<file path="src/rtl/oven_pkg.sv">
// oven_pkg: shared types and constants for the oven cook timer.
// State encoding, BCD digit type and the MM:SS count bundle.
package oven_pkg;

  typedef enum logic [2:0] {
    ST_IDLE    = 3'd0,
    ST_LOADED  = 3'd1,
    ST_RUNNING = 3'd2,
    ST_PAUSED  = 3'd3,
    ST_DONE    = 3'd4
  } state_t;

  typedef logic [3:0] bcd_t;

  typedef struct packed {
    bcd_t m_t;
    bcd_t m_o;
    bcd_t s_t;
    bcd_t s_o;
  } mmss_t;

  localparam bcd_t SEC_TENS_MAX = 4'd5;
  localparam bcd_t DIGIT_MAX    = 4'd9;

  function automatic bcd_t clamp_digit(
    input bcd_t d,
    input bcd_t lim
  );
    return (d > lim) ? lim : d;
  endfunction

endpackage

</file>
<file path="src/rtl/bcd_mmss_dec.sv">
// bcd_mmss_dec: combinational one-second decrement of an MM:SS BCD count.
// Borrow ripples seconds->minutes; 00:00 saturates; nxt_zero flags a zero result.
module bcd_mmss_dec
  import oven_pkg::*;
(
  input  mmss_t cur,
  output mmss_t nxt,
  output logic  nxt_zero
);

  // Ripple-borrow decrement, seconds tens wraps to 5, ones digits wrap to 9
  always_comb begin
    nxt = cur;
    if (cur == '0) begin
      nxt = '0;
    end else if (cur.s_o != 4'd0) begin
      nxt.s_o = cur.s_o - 4'd1;
    end else begin
      nxt.s_o = DIGIT_MAX;
      if (cur.s_t != 4'd0) begin
        nxt.s_t = cur.s_t - 4'd1;
      end else begin
        nxt.s_t = SEC_TENS_MAX;
        if (cur.m_o != 4'd0) begin
          nxt.m_o = cur.m_o - 4'd1;
        end else begin
          nxt.m_o = DIGIT_MAX;
          nxt.m_t = cur.m_t - 4'd1;
        end
      end
    end
    nxt_zero = (nxt == '0);
  end

endmodule

</file>
<file path="src/rtl/cook_timer.sv">
// cook_timer: captures a BCD MM:SS cook time and counts it down at 1 Hz.
// Optional door interlock (PAUSED state, door_open port) under DOOR_INTERLOCK_EN.
module cook_timer
  import oven_pkg::*;
#(
  parameter int ALARM_SECS = 5,
  parameter int MIN_MAX    = 99
) (
  input  logic       clk,
  input  logic       rst,
  input  logic       tick_1hz,
  input  logic       load,
  input  logic       start,
  input  logic       cancel,
  input  logic [3:0] in_d0,
  input  logic [3:0] in_d1,
  input  logic [3:0] in_d2,
  input  logic [3:0] in_d3,
`ifdef DOOR_INTERLOCK_EN
  input  logic       door_open,
`endif
  output logic [3:0] cnt_d0,
  output logic [3:0] cnt_d1,
  output logic [3:0] cnt_d2,
  output logic [3:0] cnt_d3,
  output logic       heating,
  output logic       done,
  output logic [2:0] state_o
);

  localparam bcd_t       MM_T       = bcd_t'(MIN_MAX / 10);
  localparam bcd_t       MM_O       = bcd_t'(MIN_MAX % 10);
  localparam logic [6:0] MM_BIN     = 7'(MIN_MAX);
  localparam logic [3:0] ALARM_LAST = 4'(ALARM_SECS - 1);

  state_t     state_q, state_d;
  mmss_t      cnt_q, cnt_d;
  logic [3:0] alarm_q, alarm_d;
  logic       heat_q, heat_d;
  logic       done_q, done_d;

  mmss_t      san;
  logic [6:0] min_bin;
  logic       san_nz;

  mmss_t      dec_nxt;
  logic       dec_zero;

  logic       door;
  logic       load_ok, start_ok, pause_ok;
  logic       run_tick, alarm_tick;
  logic       sel_cancel, sel_load, sel_start;
  logic       sel_pause, sel_run, sel_alarm;

`ifdef DOOR_INTERLOCK_EN
  assign door = door_open;
`else
  assign door = 1'b0;
`endif

  bcd_mmss_dec u_dec (
    .cur      (cnt_q),
    .nxt      (dec_nxt),
    .nxt_zero (dec_zero)
  );

  // Clamp entered digits to a legal MM:SS and cap minutes at MIN_MAX
  always_comb begin
    san.s_o = clamp_digit(in_d0, DIGIT_MAX);
    san.s_t = clamp_digit(in_d1, SEC_TENS_MAX);
    san.m_o = clamp_digit(in_d2, DIGIT_MAX);
    san.m_t = clamp_digit(in_d3, DIGIT_MAX);
    min_bin = 7'(san.m_t) * 7'd10 + 7'(san.m_o);
    if (min_bin > MM_BIN) begin
      san.m_t = MM_T;
      san.m_o = MM_O;
    end
    san_nz = (san != '0);
  end

  // Qualify each request, then resolve cancel > load > start > door > tick
  always_comb begin
    load_ok    = load & san_nz &
                 (state_q inside {ST_IDLE, ST_LOADED, ST_DONE});
    start_ok   = start & ~door &
                 (state_q inside {ST_LOADED, ST_PAUSED});
`ifdef DOOR_INTERLOCK_EN
    pause_ok   = door & (state_q == ST_RUNNING);
`else
    pause_ok   = 1'b0;
`endif
    run_tick   = tick_1hz & (state_q == ST_RUNNING);
    alarm_tick = tick_1hz & (state_q == ST_DONE);

    sel_cancel = cancel;
    sel_load   = ~cancel & load_ok;
    sel_start  = ~cancel & ~load_ok & start_ok;
    sel_pause  = ~cancel & pause_ok;
    sel_run    = ~cancel & ~pause_ok & run_tick;
    sel_alarm  = ~cancel & ~load_ok & alarm_tick;
  end

  // Next-state, next-count and registered output values
  always_comb begin
    state_d = state_q;
    cnt_d   = cnt_q;
    alarm_d = alarm_q;
    unique case (1'b1)
      sel_cancel: begin
        state_d = ST_IDLE;
        cnt_d   = '0;
        alarm_d = '0;
      end
      sel_load: begin
        state_d = ST_LOADED;
        cnt_d   = san;
        alarm_d = '0;
      end
      sel_start: begin
        state_d = ST_RUNNING;
      end
      sel_pause: begin
        state_d = ST_PAUSED;
      end
      sel_run: begin
        cnt_d = dec_nxt;
        if (dec_zero) begin
          state_d = ST_DONE;
          alarm_d = '0;
        end
      end
      sel_alarm: begin
        if (alarm_q == ALARM_LAST) begin
          state_d = ST_IDLE;
          cnt_d   = '0;
          alarm_d = '0;
        end else begin
          alarm_d = alarm_q + 4'd1;
        end
      end
      default: begin
      end
    endcase
    heat_d = (state_d == ST_RUNNING);
    done_d = (state_d == ST_DONE);
  end

  // State, count, alarm counter and output registers
  always_ff @(posedge clk or posedge rst) begin
    if (rst) begin
      state_q <= ST_IDLE;
      cnt_q   <= '0;
      alarm_q <= '0;
      heat_q  <= 1'b0;
      done_q  <= 1'b0;
    end else begin
      state_q <= state_d;
      cnt_q   <= cnt_d;
      alarm_q <= alarm_d;
      heat_q  <= heat_d;
      done_q  <= done_d;
    end
  end

  assign cnt_d0  = cnt_q.s_o;
  assign cnt_d1  = cnt_q.s_t;
  assign cnt_d2  = cnt_q.m_o;
  assign cnt_d3  = cnt_q.m_t;
  assign heating = heat_q & ~door;
  assign done    = done_q;
  assign state_o = state_q;

endmodule

</file>
<file path="config.mk">
export PLATFORM = sky130hd
export DESIGN_NAME = cook_timer
export DESIGN_NICKNAME = d
export VERILOG_FILES = /design/src/rtl/oven_pkg.sv /design/src/rtl/bcd_mmss_dec.sv /design/src/rtl/cook_timer.sv
export SDC_FILE = /design/constraint.sdc
export NUM_CORES = 1
export LEC_CHECK = 0
export ABC_CLOCK_PERIOD_IN_PS = 3500
export BUFFER_PORTS_ARGS = -buffer_cell sky130_fd_sc_hd__buf_2
export CAP_MARGIN = 20
export CELL_PAD_IN_SITES_DETAIL_PLACEMENT = 1
export CELL_PAD_IN_SITES_GLOBAL_PLACEMENT = 1
export CORE_ASPECT_RATIO = 0.75
export CORE_MARGIN = 5
export CORE_UTILIZATION = 42
export DETAILED_ROUTE_END_ITERATION = 8
export GPL_TIMING_DRIVEN = 0
export PLACE_DENSITY = 0.8
export SETUP_SLACK_MARGIN = 0.3
export SLEW_MARGIN = 10
export SYNTH_ARGS = -nofsm -noshare
export SYNTH_HDL_FRONTEND = slang
export SYNTH_HIERARCHICAL = 1
export SYNTH_SLANG_ARGS = --single-unit
</file>
<file path="constraint.sdc">
create_clock -name clk -period 3.5 [get_ports clk]
set_clock_uncertainty 0.1 [all_clocks]
set_input_delay 0.525 -clock clk [delete_from_list [all_inputs] [get_ports clk]]
set_output_delay 0.525 -clock clk [all_outputs]
set_load 0.02 [all_outputs]
</file>
---- Yosys cells after proc, flatten, opt, wreduce, memory -nomap -nowiden ----
Index checks and enable logic that the tools add are counted.
cells by class
  multipliers ............................. 1
  equality and inequality tests ........... 9
  magnitude comparators ................... 5
  bitwise logic cells ..................... 12
  add/subtract/negate cells ............... 6
  mux-type cells .......................... 20
  reductions and logical operators ........ 14
operator list
  kind                                                                             number
  16-bit case mux with 4 select lines                                              1
  4-bit 2-to-1 mux                                                                 10
  16-bit zero test                                                                 2
  16-bit 2-to-1 mux                                                                2
  8-bit 2-to-1 mux                                                                 2
  16-bit nonzero test                                                              1
  4-bit nonzero test                                                               4
  4-bit by 1-bit subtractor with 4-bit output, second input constant               4
  3-bit case mux with 5 select lines                                               1
  4-bit greater-than comparator, second input constant                             3
  12-bit 2-to-1 mux                                                                1
  4-bit case mux with 3 select lines                                               1
  1-bit bitwise AND                                                                10
  3-bit by 2-bit == test with 1-bit output, second input constant                  3
  7-bit by 4-bit adder with 7-bit output                                           1
  7-bit greater-than comparator, second input constant                             1
  3-bit == test, second input constant                                             2
  4-bit by 3-bit multiplier with 6-bit output, second input constant               1
  3-bit 2-to-1 mux                                                                 2
  3-bit nonzero test                                                               2
  4-bit by 1-bit adder with 4-bit output, second input constant                    1
  4-bit by 3-bit == test with 1-bit output, second input constant                  1
  4-bit by 3-bit greater-than comparator with 1-bit output, second input constant  1
  2-bit AND reduction                                                              2
  7 further kinds                                                                  8
storage, ports and cells
  register bits after elaboration ......... 25
  output and inout bits ................... 21
  input bits .............................. 22

---- Longest topological paths before layout ----
  depth after elaboration ................. 14
  mapped depth ............................ 14
  gate-level depth less buffers ........... 13

---- By module ----
Netlist, hierarchy kept.
modules (own cells, without submodules)
  module        instances  cells each  sequential area each (um^2)  area an instance (um^2)
  cook_timer    1          173         625.6                        1705.4
  bcd_mmss_dec  1          74          0.0                          506.7

---- Least setup slack after synthesis ----
OpenSTA, ideal clock, no wires.
  kind .................................... reg-to-reg
  start point ............................. register cnt_q (netlist bit cnt_d0[0])
  end point ............................... register alarm_q[3]
  buffers on the path ..................... 0
  cell stages (with the launch flop) ...... 12
  slack ................................... 0.377 ns
  required time ........................... 3.336 ns
  clock period less this slack ............ 3.123 ns
  arrival ................................. 2.958 ns
  cells stage by stage .................... dfrtp_1 > inv_1 > ha_1 > nor4b_2 > nand3_2 > nor4_1 > mux2_2 > nor4_2 > nor2b_1 > or4_1 > a22oi_1 > a21o_1
RTL lines
  what                    RTL line           text
  from (decl)             cook_timer.sv:37   mmss_t cnt_q, cnt_d;
  from (signal assigned)  cook_timer.sv:158  cnt_q <= cnt_d;
  to (signal assigned)    cook_timer.sv:159  alarm_q <= alarm_d;
  to (decl)               cook_timer.sv:38   logic [3:0] alarm_q, alarm_d;

---- Worst setup path in the final report ----
  start point ............................. input port in_d3[2]
  end point ............................... register cnt_q (netlist bit cnt_d2[0])
between the ends
  longest elaborated chain between the ends .. 14
  elaborated cells on any way between the ends .. 17
  those cells by class .................... add/sub: 1; mul: 1; order compare: 2; eq/ne: 1; mux: 3; bitwise: 6; reduce/logical: 3
RTL lines
  what                                                                                              RTL line           text
  from (decl)                                                                                       cook_timer.sv:18   input logic [3:0] in_d3,
  4-bit greater-than comparator                                                                     oven_pkg.sv:29     return (d > lim) ? lim : d;
  4-bit 2-to-1 mux (*)                                                                              oven_pkg.sv:29
  4-bit by 3-bit multiplier with 6-bit output                                                       cook_timer.sv:73   min_bin = 7'(san.m_t) * 7'd10 + 7'(san.m_o);
  7-bit by 4-bit adder with 7-bit output                                                            cook_timer.sv:73
  7-bit greater-than comparator                                                                     cook_timer.sv:74   if (min_bin > MM_BIN) begin
  8-bit 2-to-1 mux (*)                                                                              cook_timer.sv:74
  16-bit nonzero test                                                                               cook_timer.sv:78   san_nz = (san != '0);
  1-bit bitwise AND (2 in series)                                                                   cook_timer.sv:83   load_ok = load & san_nz &
  1-bit NOT                                                                                         cook_timer.sv:100  sel_alarm = ~cancel & ~load_ok & alarm_tick;
  1-bit bitwise AND (2 in series)                                                                   cook_timer.sv:100
  2-bit by 1-bit inequality test with 1-bit output (no line) or 4-bit nonzero test (tied branches)  -
  2-bit AND reduction (no line)                                                                     -
Every way passes the cells marked *; elsewhere a longest branch is shown, timed or not.
A chain may end at the register's enable or synchronous reset.

==> metrics.md <==
| Metric | Value |
|---|---|
| Outcome | completed |
| Post-Syn Area | 0.00221 sq mm |
| Pins over their slew limit | 0 |
| Post-Synth Simple-Gate Area | 0.271 |
| RR Endpoint | alarm_q[3] |
| R2R depth | 9 |
| Initial Util | 0.442 |
| Synth top area share | 0.283 |
| CTS buffer count | 3 |
| XOR/XNOR share of the synthesized area | 0.0119 |
| Fraction of registers with async set/reset | 1.00 |
| N_diodes | 0 |
| Global Route met2 Usage | 0.306 |
| Commonest cells after routing, fill and taps aside | buf_2 (41), dfrtp_1 (25), nor2_1 (22), inv_1 (15), nand2_1 (15) |
| Tmin final | 3140 ps |
| Main combinational cell family by area after synthesis | simple AND/OR/NAND/NOR gates |
| CP required | 3560 ps |
| Final Worst Setup Slack | 365 ps |
| Dpl hpwl | 4900 microns |
| Routed vias | 2185 |
| GP Congestion | 0.850 |
| Post-synthesis sequential area ratio | 0.283 |
| First-pass GRT wire length | 10600 microns |
| Total track usage | 0.192 |
| Syn nets | 281 |
| Area leader, netlist | dfrtp_1 |
| Synth Area per Inst | 8.96 sq um |
| Critical path peak fanout | 7 |
| Period utilisation layout | 0.896 |
| Pwr/cell area | 323 mW/mm^2 |
| Final WL | 6600 microns |
| Setup crit start kind | primary input |
| Drt pass-1 iters | 4 |
| Number of enable flip-flop cells after synthesis | 0 |
| Total power | 876 uW |
| Drt drc | 0 |
| Ports | 43 |
| Lkg Pwr | 0.00128 uW |
| Largest net degree at the start of global routing | 26 |
| CTS sink cnt | 25 |
| Max cap viols | 0 |
| Worst-path clk slew | 90 ps |
| Commonest non-fill, non-tap cell in the layout | buf_2 |
| Mux cell area share after synthesis | 0.0458 |
| YS warnings | 6 |
| R2r startpoint | cnt_d1[1] |
| M3 GR Usage | 0.0278 |
| Crit Path Class | in -> reg |
| Die X | 93.8 microns |
| Nets | 336 |
| Vias in the first global route | 2103 |
| Ys flop type | dfrtp_1 |
| Grt peak-use layer | met2 |
| Ranking of synthesized cells by area | dfrtp_1 (28%), ha_1 (6.2%), a221o_1 (5.0%), nor2_1 (3.9%), inv_1 (2.9%) |
| Internal reg-to-reg setup slack | 370 ps |
| Max Root-Sink Buffers | 2 |
| Initial antenna violation count | 0 |
| Standard-cell rows | 22 |
| Yosys reg bits | 25 |
| Arrival @ worst endpoint | 3200 ps |
| Worst vdd ir | 0.000135 V |
| HP Class | in -> async |
| RSZ-0062 raised after global routing | true |
| Met1 global-route usage | 0.283 |
| Antenna-violating nets left | 0 |
| CP endpoint kind | flop |
| Total core area | 0.00501 sq mm |
| Mapped Cells | 247 |
| Die area | 0.00683 sq mm |
| Initial DRC count | 91 |
| Post-Synth Adder-Cell Area | 0.0764 |
| CTS Hold Bufs | 0 |
| Fin. Hold Viols | 0 |
| H-tree depth | 1 |
| Final setup fails | 0 |
| Max frequency | 0.319 GHz |
| Post-synth cell types | 66 |
| PortBufs | 42 |
| Vias/cell | 5.86 |
| GRT overflow | 0 |
| CTS tree | built |
| Complex-gate fraction of the synthesized area | 0.266 |
| Layout cell share with drive strength beyond 1 | 0.299 |
| Area grow syn2layout | 22.6% |
| Die H | 72.9 microns |
| Clk root buf | clkbuf_8 |
| Clk_lat worst skew | 280 ps |
| Routed length per placed instance | 17.7 microns |
| Setup slack at placement | -155 ps |
[report_power, final]
part / total (uW) / internal (uW) / switching, uW
Clock: 180 / 81.7 / 98.1
Combinational: 360 / 154 / 206
Sequential: 336 / 304 / 31.6
[layout make-up]
cell class / count / area (sq um)
fill: 618 / 2300
inverter: 17 / 63.8
tap: 72 / 90.1
buffer: 7 / 33.8
sequential: 25 / 626
timing repair buffer: 50 / 293
multi-input combinational: 198 / 1560
clock buffer: 4 / 45.0
[how the worst max path moves through the flow]
| stage | start | endpoint | slack, ps | cells past startpoint |
|---|---|---|---|---|
| after global placement | in_d3[3] | cnt_d3[0] | -20 | 15 |
| after global routing | in_d3[2] | cnt_d2[0] | 250 | 14 |
| after detailed placement | in_d3[3] | cnt_d2[0] | -150 | 15 |
| final | in_d3[2] | cnt_d2[0] | 360 | 14 |
| after floorplan | cnt_d0[0] | alarm_q[3] | 380 | 11 |
| after CTS | cnt_d0[1] | alarm_q[3] | 310 | 11 |
[synth_stat cells, types with 2 or more instances]
library cell and count:
a21o_1 7, o31a_1 2, nand2_1 15, a2bb2oi_1 2, o21ai_0 11, a32o_1 3, nor3b_1 6, clkbuf_1 6
nor4_2 2, a221o_1 11, nor3_1 8, or3_4 2, nand4_1 4, mux2_2 4, nor3_2 2, a22oi_1 2
or4_1 3, mux2i_1 3, dfrtp_1 25, a22o_1 4, inv_1 17, o2111ai_1 2, a21oi_1 11, nand3b_1 2
o21a_1 5, a211o_1 2, ha_1 11, nor2_1 23, nand2b_1 6, nand3_1 2, nor2b_1 4, nor4_1 3
and3b_1 3, xnor2_1 2
[per-layer routing]
layer	part of all wire	wire length [microns]
met5	0	0
met4	0.013	87
met3	0.031	203
met2	0.47	3120
met1	0.48	3180
[logic make-up after synthesis]
logic type / count (synthesis)
and+or+nand+nor: 98
muxes: 9
xor gates and xnor gates: 3
AOI/OAI and AO/OA: 74
other: 1
DFF: 25
buffers and inverters: 24
adders and majority gates: 13
[flip-flops by register name, summed over array words and instances (netlist names)]
register / flops
alarm_q: 4
cnt_d0: 4
cnt_d1: 4
cnt_d2: 4
cnt_d3: 4
state_o: 3
done: 1
heating: 1
[worst max-delay path, cell delays in order]
cell and delay (ps):
buf_2 120, o21ai_0 170, nand2b_1 110, ha_1 190, ha_1 170, inv_1 80, fa_2 490, inv_1 100
nor3b_2 50, a2bb2oi_1 140, o31a_1 320, nor2_4 120, o31a_1 330, a221o_1 290
[timing repair]
action	CTS	global route
gates resized for setup	8	9
setup endpoints to repair	17	17
buffers inserted	5	2
pin swaps	3	4
[metrics by stage]
stage                util  cell area, sq um  cells  hold slack [ps]  setup TNS [ps]
floorplan               -              2210    247              387               0
global placement    0.501              2510    361              407            -113
detailed placement  0.501              2510    361              416            -835
CTS                 0.526              2640    370              404               0
global route        0.541              2710    373              134               0
finish              0.541              2710    373              124               0
(Power assumes the default switching activity.)
